**config.mk**
```make
export PLATFORM = sky130hd
export DESIGN_NAME = exe_stage
export DESIGN_NICKNAME = d
export VERILOG_FILES = /design/src/rtl/exe_stage.sv
export SDC_FILE = /design/constraint.sdc
export NUM_CORES = 1
export LEC_CHECK = 0
export ABC_AREA = 0
export CORE_MARGIN = 5
export CORE_UTILIZATION = 43
export CTS_BUF_LIST = sky130_fd_sc_hd__clkbuf_4
export DETAILED_ROUTE_END_ITERATION = 8
export GPL_TIMING_DRIVEN = 0
export PLACE_DENSITY_LB_ADDON = 0.3
export SLEW_MARGIN = 15
export SYNTH_ARGS = -nofsm -noshare
export SYNTH_HDL_FRONTEND = slang
export SYNTH_SLANG_ARGS = --single-unit
```
**constraint.sdc**
```tcl
create_clock -name clk -period 13.8 [get_ports clk]
set_input_delay 3.45 -clock clk [delete_from_list [all_inputs] [get_ports clk]]
set_output_delay 3.45 -clock clk [all_outputs]
set_load 0.02 [all_outputs]
```
**src/rtl/exe_stage.sv**
```systemverilog
// Execute stage of the in-order pipeline: single-cycle ALU, data SRAM request, decode forwarding.
// Optional two-cycle mul.w support is enabled by defining the macro EXE_MUL_EN.
module exe_stage (
    input  logic        clk,
    input  logic        reset,
    input  logic        ds_to_es_valid,
    input  logic [31:0] ds_pc,
    input  logic [31:0] ds_alu_src1,
    input  logic [31:0] ds_alu_src2,
    input  logic [31:0] ds_st_data,
    input  logic [11:0] ds_alu_op,
    input  logic        ds_sram_en,
    input  logic [3:0]  ds_sram_we,
    input  logic        ds_mul,
    input  logic [3:0]  ds_rf_we,
    input  logic [4:0]  ds_rf_waddr,
    input  logic        ms_allow_in,
    output logic        es_allow_in,
    output logic        es_to_ms_valid,
    output logic [31:0] es_pc,
    output logic [31:0] es_alu_result,
    output logic [3:0]  es_rf_we,
    output logic [4:0]  es_rf_waddr,
    output logic        es_res_from_mem,
    output logic        data_sram_en,
    output logic [3:0]  data_sram_we,
    output logic [31:0] data_sram_addr,
    output logic [31:0] data_sram_wdata,
    output logic [3:0]  es_fwd_we,
    output logic [4:0]  es_fwd_waddr,
    output logic [31:0] es_fwd_wdata
);

    localparam logic [31:0] RESET_PC = 32'h1c00_0000;

    logic        es_valid_r;
    logic [31:0] pc_r;
    logic [31:0] src1_r;
    logic [31:0] src2_r;
    logic [31:0] st_data_r;
    logic [11:0] op_r;
    logic        sram_en_r;
    logic [3:0]  sram_we_r;
    logic [3:0]  rf_we_r;
    logic [4:0]  rf_waddr_r;

    logic        es_ready_go_s;
    logic        load_s;
    logic        mem_access_s;
    logic [31:0] alu_s;
    logic [31:0] result_s;

    // Shared adder/subtractor outputs feeding add, sub, slt and sltu
    logic [31:0] add_sum_s;
    logic [32:0] sub_full_s;
    logic        slt_s;
    logic        sltu_s;

    assign load_s       = ds_to_es_valid & es_allow_in;
    assign es_allow_in  = ~es_valid_r | (es_ready_go_s & ms_allow_in);
    assign es_to_ms_valid = es_valid_r & es_ready_go_s;

    // Stage occupancy flag; follows decode whenever the slot is free or draining
    always_ff @(posedge clk or posedge reset) begin
        if (reset) begin
            es_valid_r <= 1'b0;
        end else if (es_allow_in) begin
            es_valid_r <= ds_to_es_valid;
        end
    end

    // Instruction payload captured only on an accepted handshake
    always_ff @(posedge clk or posedge reset) begin
        if (reset) begin
            pc_r       <= RESET_PC;
            src1_r     <= 32'd0;
            src2_r     <= 32'd0;
            st_data_r  <= 32'd0;
            op_r       <= 12'd0;
            sram_en_r  <= 1'b0;
            sram_we_r  <= 4'd0;
            rf_we_r    <= 4'd0;
            rf_waddr_r <= 5'd0;
        end else if (load_s) begin
            pc_r       <= ds_pc;
            src1_r     <= ds_alu_src1;
            src2_r     <= ds_alu_src2;
            st_data_r  <= ds_st_data;
            op_r       <= ds_alu_op;
            sram_en_r  <= ds_sram_en;
            sram_we_r  <= ds_sram_we;
            rf_we_r    <= ds_rf_we;
            rf_waddr_r <= ds_rf_waddr;
        end
    end

    assign add_sum_s  = src1_r + src2_r;
    assign sub_full_s = {1'b0, src1_r} + {1'b0, ~src2_r} + 33'd1;
    // Signed less-than: differing signs decide directly, equal signs use the difference sign
    assign slt_s  = (src1_r[31] & ~src2_r[31]) |
                    (~(src1_r[31] ^ src2_r[31]) & sub_full_s[31]);
    assign sltu_s = ~sub_full_s[32];

    // One-hot operation select; an all-zero opcode yields zero
    always_comb begin
        alu_s = 32'd0;
        alu_s = alu_s | ({32{op_r[0]}}  & add_sum_s);
        alu_s = alu_s | ({32{op_r[1]}}  & sub_full_s[31:0]);
        alu_s = alu_s | ({32{op_r[2]}}  & {31'd0, slt_s});
        alu_s = alu_s | ({32{op_r[3]}}  & {31'd0, sltu_s});
        alu_s = alu_s | ({32{op_r[4]}}  & (src1_r & src2_r));
        alu_s = alu_s | ({32{op_r[5]}}  & ~(src1_r | src2_r));
        alu_s = alu_s | ({32{op_r[6]}}  & (src1_r | src2_r));
        alu_s = alu_s | ({32{op_r[7]}}  & (src1_r ^ src2_r));
        alu_s = alu_s | ({32{op_r[8]}}  & (src1_r << src2_r[4:0]));
        alu_s = alu_s | ({32{op_r[9]}}  & (src1_r >> src2_r[4:0]));
        alu_s = alu_s | ({32{op_r[10]}} & 32'($signed(src1_r) >>> src2_r[4:0]));
        alu_s = alu_s | ({32{op_r[11]}} & src2_r);
    end

`ifdef EXE_MUL_EN
    logic        mul_r;
    logic        mul_done_r;
    logic [31:0] prod_r;

    // Mul flag travels with the payload
    always_ff @(posedge clk or posedge reset) begin
        if (reset) begin
            mul_r <= 1'b0;
        end else if (load_s) begin
            mul_r <= ds_mul;
        end
    end

    // First mul cycle latches the low product; done clears when the slot turns over
    always_ff @(posedge clk or posedge reset) begin
        if (reset) begin
            mul_done_r <= 1'b0;
            prod_r     <= 32'd0;
        end else if (es_allow_in) begin
            mul_done_r <= 1'b0;
        end else if (es_valid_r & mul_r & ~mul_done_r) begin
            prod_r     <= src1_r * src2_r;
            mul_done_r <= 1'b1;
        end
    end

    assign es_ready_go_s = ~mul_r | mul_done_r;
    assign result_s      = mul_r ? prod_r : alu_s;
`else
    logic unused_mul_s;

    assign unused_mul_s  = ds_mul;
    assign es_ready_go_s = 1'b1;
    assign result_s      = alu_s;
`endif

    // Memory request fires only in the cycle the instruction actually moves on
    assign mem_access_s    = es_to_ms_valid & ms_allow_in & (sram_en_r | (sram_we_r != 4'd0));
    assign data_sram_en    = mem_access_s;
    assign data_sram_we    = mem_access_s ? sram_we_r : 4'd0;
    assign data_sram_addr  = add_sum_s;
    assign data_sram_wdata = st_data_r;

    assign es_pc           = pc_r;
    assign es_alu_result   = result_s;
    assign es_rf_we        = rf_we_r;
    assign es_rf_waddr     = rf_waddr_r;
    assign es_res_from_mem = sram_en_r;

    // Loads and unfinished muls have no usable value to forward yet
    assign es_fwd_we    = (es_valid_r & ~sram_en_r & es_ready_go_s) ? rf_we_r : 4'd0;
    assign es_fwd_waddr = rf_waddr_r;
    assign es_fwd_wdata = result_s;

endmodule
```
==> run metrics <==
status complete, no violations; largest net degree at the start of global routing about 110; Final Cell Area between 15000 and 20000 um^2; Syn Std Cell Area 15600 um^2; die span in y about 200 um; Max Buffers Root-to-Sink 2; TNS Setup 0 ns; die width roughly 200 um; Post-Syn Nets between 1500 and 2000; detailed-route via count roughly 17000; crit path DAT 7.98 ns; worst min path class reg2reg; Final Setup Violations 0; CTS Hold Bufs 0; mux cell area share after synthesis 0.239; nets@finish between 2000 and 2500; critical path's slowest cell a2111oi_2; number of flops mapped to enable cells by yosys 0; postcts setup bufs 0; largest family of logic cells by synthesized area multiplexers; Post-Synth Simple-Gate Area 0.119; Clock Pin Slew Worst Setup and Hold Paths 0.18 ns; Critical Path Source Type flop; worst slew pin tran approximately 1.3 ns; busiest grt layer met2; Fmax about 88 MHz; top_reg_cell synth dfrtp_1; Mapped Cells 1722; Initial Utilization 0.437; Sink Count 155; CP peak stage delay a little under 0.8 ns; FF+latch count, synth 155; DRC Markers 0; met3 usage 0.0994; Tcrit/Tclk final 0.828; GP Congestion ~1.1; Skew-Pair Late Insertion Delay between 0.6 and 0.7 ns; DRT Pass-1 Iters 8; cts repair resizes 0; vias per inst roughly 6.4; register area approximately 3900 um^2; first-pass GRT wire length roughly 110000 um; met2 Use GR 0.568; critical path required time between 10 and 15 ns; Starting DRT DRC Count between 2000 and 2500; total wire length ~76000 um; RSZ-0062 raised after global routing false; number of unique standard cell types used by synthesis 83; most common cell after layout, fill and taps aside clkdlybuf4s50_1; final core occ 0.559; total core area 35700 um^2; post-synth top area cell dfrtp_1; Overall Global Routing Usage 0.364; Seq/Total Area, Yosys 0.249; Synth Area in Compound Gates 0.203; number of max-cap violations 0; IO Pins about 350; Max Slew Vio Count 0; Adder-Cell Fraction of Synth Area 0.0816; P_leak approximately 0.0082 uW; final clock skew roughly 0.045 ns; top cells by area, synth dfrtp_1, mux2_2, ha_1, mux4_2, mux2i_1; Tmin final 11.43 ns; critical-path maximum fanout 11; Clock Tree Root clkbuf_4; GRT met1 Usage 0.468; Final HPWL DP roughly 61000 um; Die ar. around 40000 um^2; yosys synthesis warning count 0; GR Overflow Total 0; routed length per instance 29.7 um; I/O Buffers 343; CP most frequent cell buf_2; most frequent cells in the layout clkdlybuf4s50_1, mux2_2, dfrtp_1, nor2_1, a21oi_1; remaining antenna violation count after routing 0; Crit. End Element output port; WP buf/inv 7; CTS tree done; Overall Power 3030 uW; Synth top area share 0.244; share of layout cells above drive strength 1 0.175; worst vdd ir ~0.1 mV; CTS buffer count 17; fill cell count 3323; crit-path cells buf_2 -> inv_2 -> buf_2 -> clkbuf_1 -> ha_1 -> buf_2 -> nand2b_1 -> o311a_4 -> o22ai_4 -> o22ai_4 -> a2111oi_2 -> nor4_1 -> o311ai_0 -> nand2_1 -> fa_1 -> a22oi_1 -> nand3_1 -> a311oi_1 -> o21ai_0 -> a21oi_1 -> o311ai_0 -> buf_4 -> clkdlybuf4s50_1; Worst Setup Path Type reg2out; number of global-route vias before repair roughly 17000; crit-path leading delay family compound AO/OA/AOI/OAI gates; pwr dens ~150 nW/um^2; Area Growth Syn to Fin 27.9%; final hold violation count 0; Rows 69; initial antenna violation count 5; worst rel slew slack 0.146; Post-DP Area around 20000 um^2; multi-input logic area ~10000 um^2; Avg Cell Area, Syn 9.07 um^2; H-tree depth 4; post-synthesis xor/xnor area fraction 0.0286; ys async rst share 1.00
-- power breakdown --
| part | total [uW] | internal (uW) | switching [uW] |
|---|---|---|---|
| combinational | 2090 | 841 | 1240 |
| clock | 318 | 100 | 217 |
| sequential | 627 | 520 | 107 |
| total | 3030 | 1460 | 1570 |
-- metal layers --
layer,up-vias,wire length (um)
li1,7064,-
met1,8054,29500
met2,1170,33800
met3,225,8460
met4,2,4260
met5,-,12
-- kinds of logic (layout without fill, tap and decap cells) --
group | Yosys count | count (layout)
and+or+nand+nor | 405 | 405
xor gates and xnor gates | 51 | 51
buffers and inverters | 270 | 646
adders and majority gates | 100 | 100
AOI/OAI and AO/OA | 446 | 446
other | 0 | 4
DFF | 155 | 155
muxes | 295 | 295
-- layout make-up --
| type | instances | area share |
|---|---|---|
| multi-input cells | 1297 | 0.524 |
| diodes | 4 | 0.000501 |
| clock buffers | 17 | 0.00639 |
| flip-flops and latches | 155 | 0.194 |
| repair buffers | 344 | 0.173 |
| well taps | 461 | 0.0289 |
| inverters | 103 | 0.0197 |
| clock inverters | 15 | 0.00902 |
| plain buffers | 167 | 0.0435 |
-- flip-flops by register name (all words and copies together), names as in the netlist --
register / count
data_sram_wdata: 32
es_pc: 32
src1_r: 32
src2_r: 32
op_r: 12
es_fwd_waddr: 5
es_rf_we: 4
sram_we_r: 4
es_res_from_mem: 1
es_to_ms_valid: 1
-- worst reg2reg max path: stages, from the launching register on --
cell and delay, ns:
dfrtp_1 0.47, nand2b_1 0.12, nand2_1 0.69, clkbuf_1 0.64, clkbuf_1 0.59, mux2_2 0.41
-- synth_stat cells, types with 8 or more instances --
library cell	n
nor2_1	145
nand2b_1	17
buf_1	8
xnor2_1	44
clkbuf_1	79
mux2i_1	78
o311ai_0	9
o211ai_1	24
nor2b_1	12
nand3_1	27
a222oi_1	28
o221ai_1	13
o21a_1	11
buf_2	29
a21o_1	17
and2_1	9
or3_1	13
inv_1	96
a22oi_1	10
nor3_1	21
a211oi_1	17
a221oi_1	10
o21ai_0	57
ha_1	97
o2111ai_1	10
o31ai_1	10
a31oi_1	9
nand2_1	114
buf_4	47
a21oi_1	118
dfrtp_1	152
mux2_2	172
a221o_1	16
nand4_1	18
o21ai_1	14
mux4_2	45
or2_2	9
-- metrics by stage --
stage | setup WS (ns) | std cells | hold WS [ns]
floorplan | 5.41 | 1722 | 0.480
global placement | 3.44 | 2526 | 0.486
detailed placement | 3.34 | 2527 | 0.494
CTS | 2.56 | 2559 | 0.527
global route | 2.26 | 2561 | 0.540
finish | 2.37 | 2563 | 0.523
-- path summary, 6_finish.rpt --
| kind | from | endpoint | slack, ns | depth (start not counted) |
|---|---|---|---|---|
| min | es_pc[3] | es_pc[3] | 0.52 | 1 |
| min in group asynchronous | reset | src2_r[16] | 3.23 | 2 |
| max reg2reg | es_to_ms_valid | op_r[6] | 10.79 | 5 |
| max in group asynchronous | reset | data_sram_wdata[27] | 9.67 | 3 |
| max | src2_r[2] | es_fwd_wdata[31] | 2.37 | 23 |
| min reg2reg | es_pc[3] | es_pc[3] | 0.52 | 1 |
No activity file was read; power rests on OpenSTA's default activity.
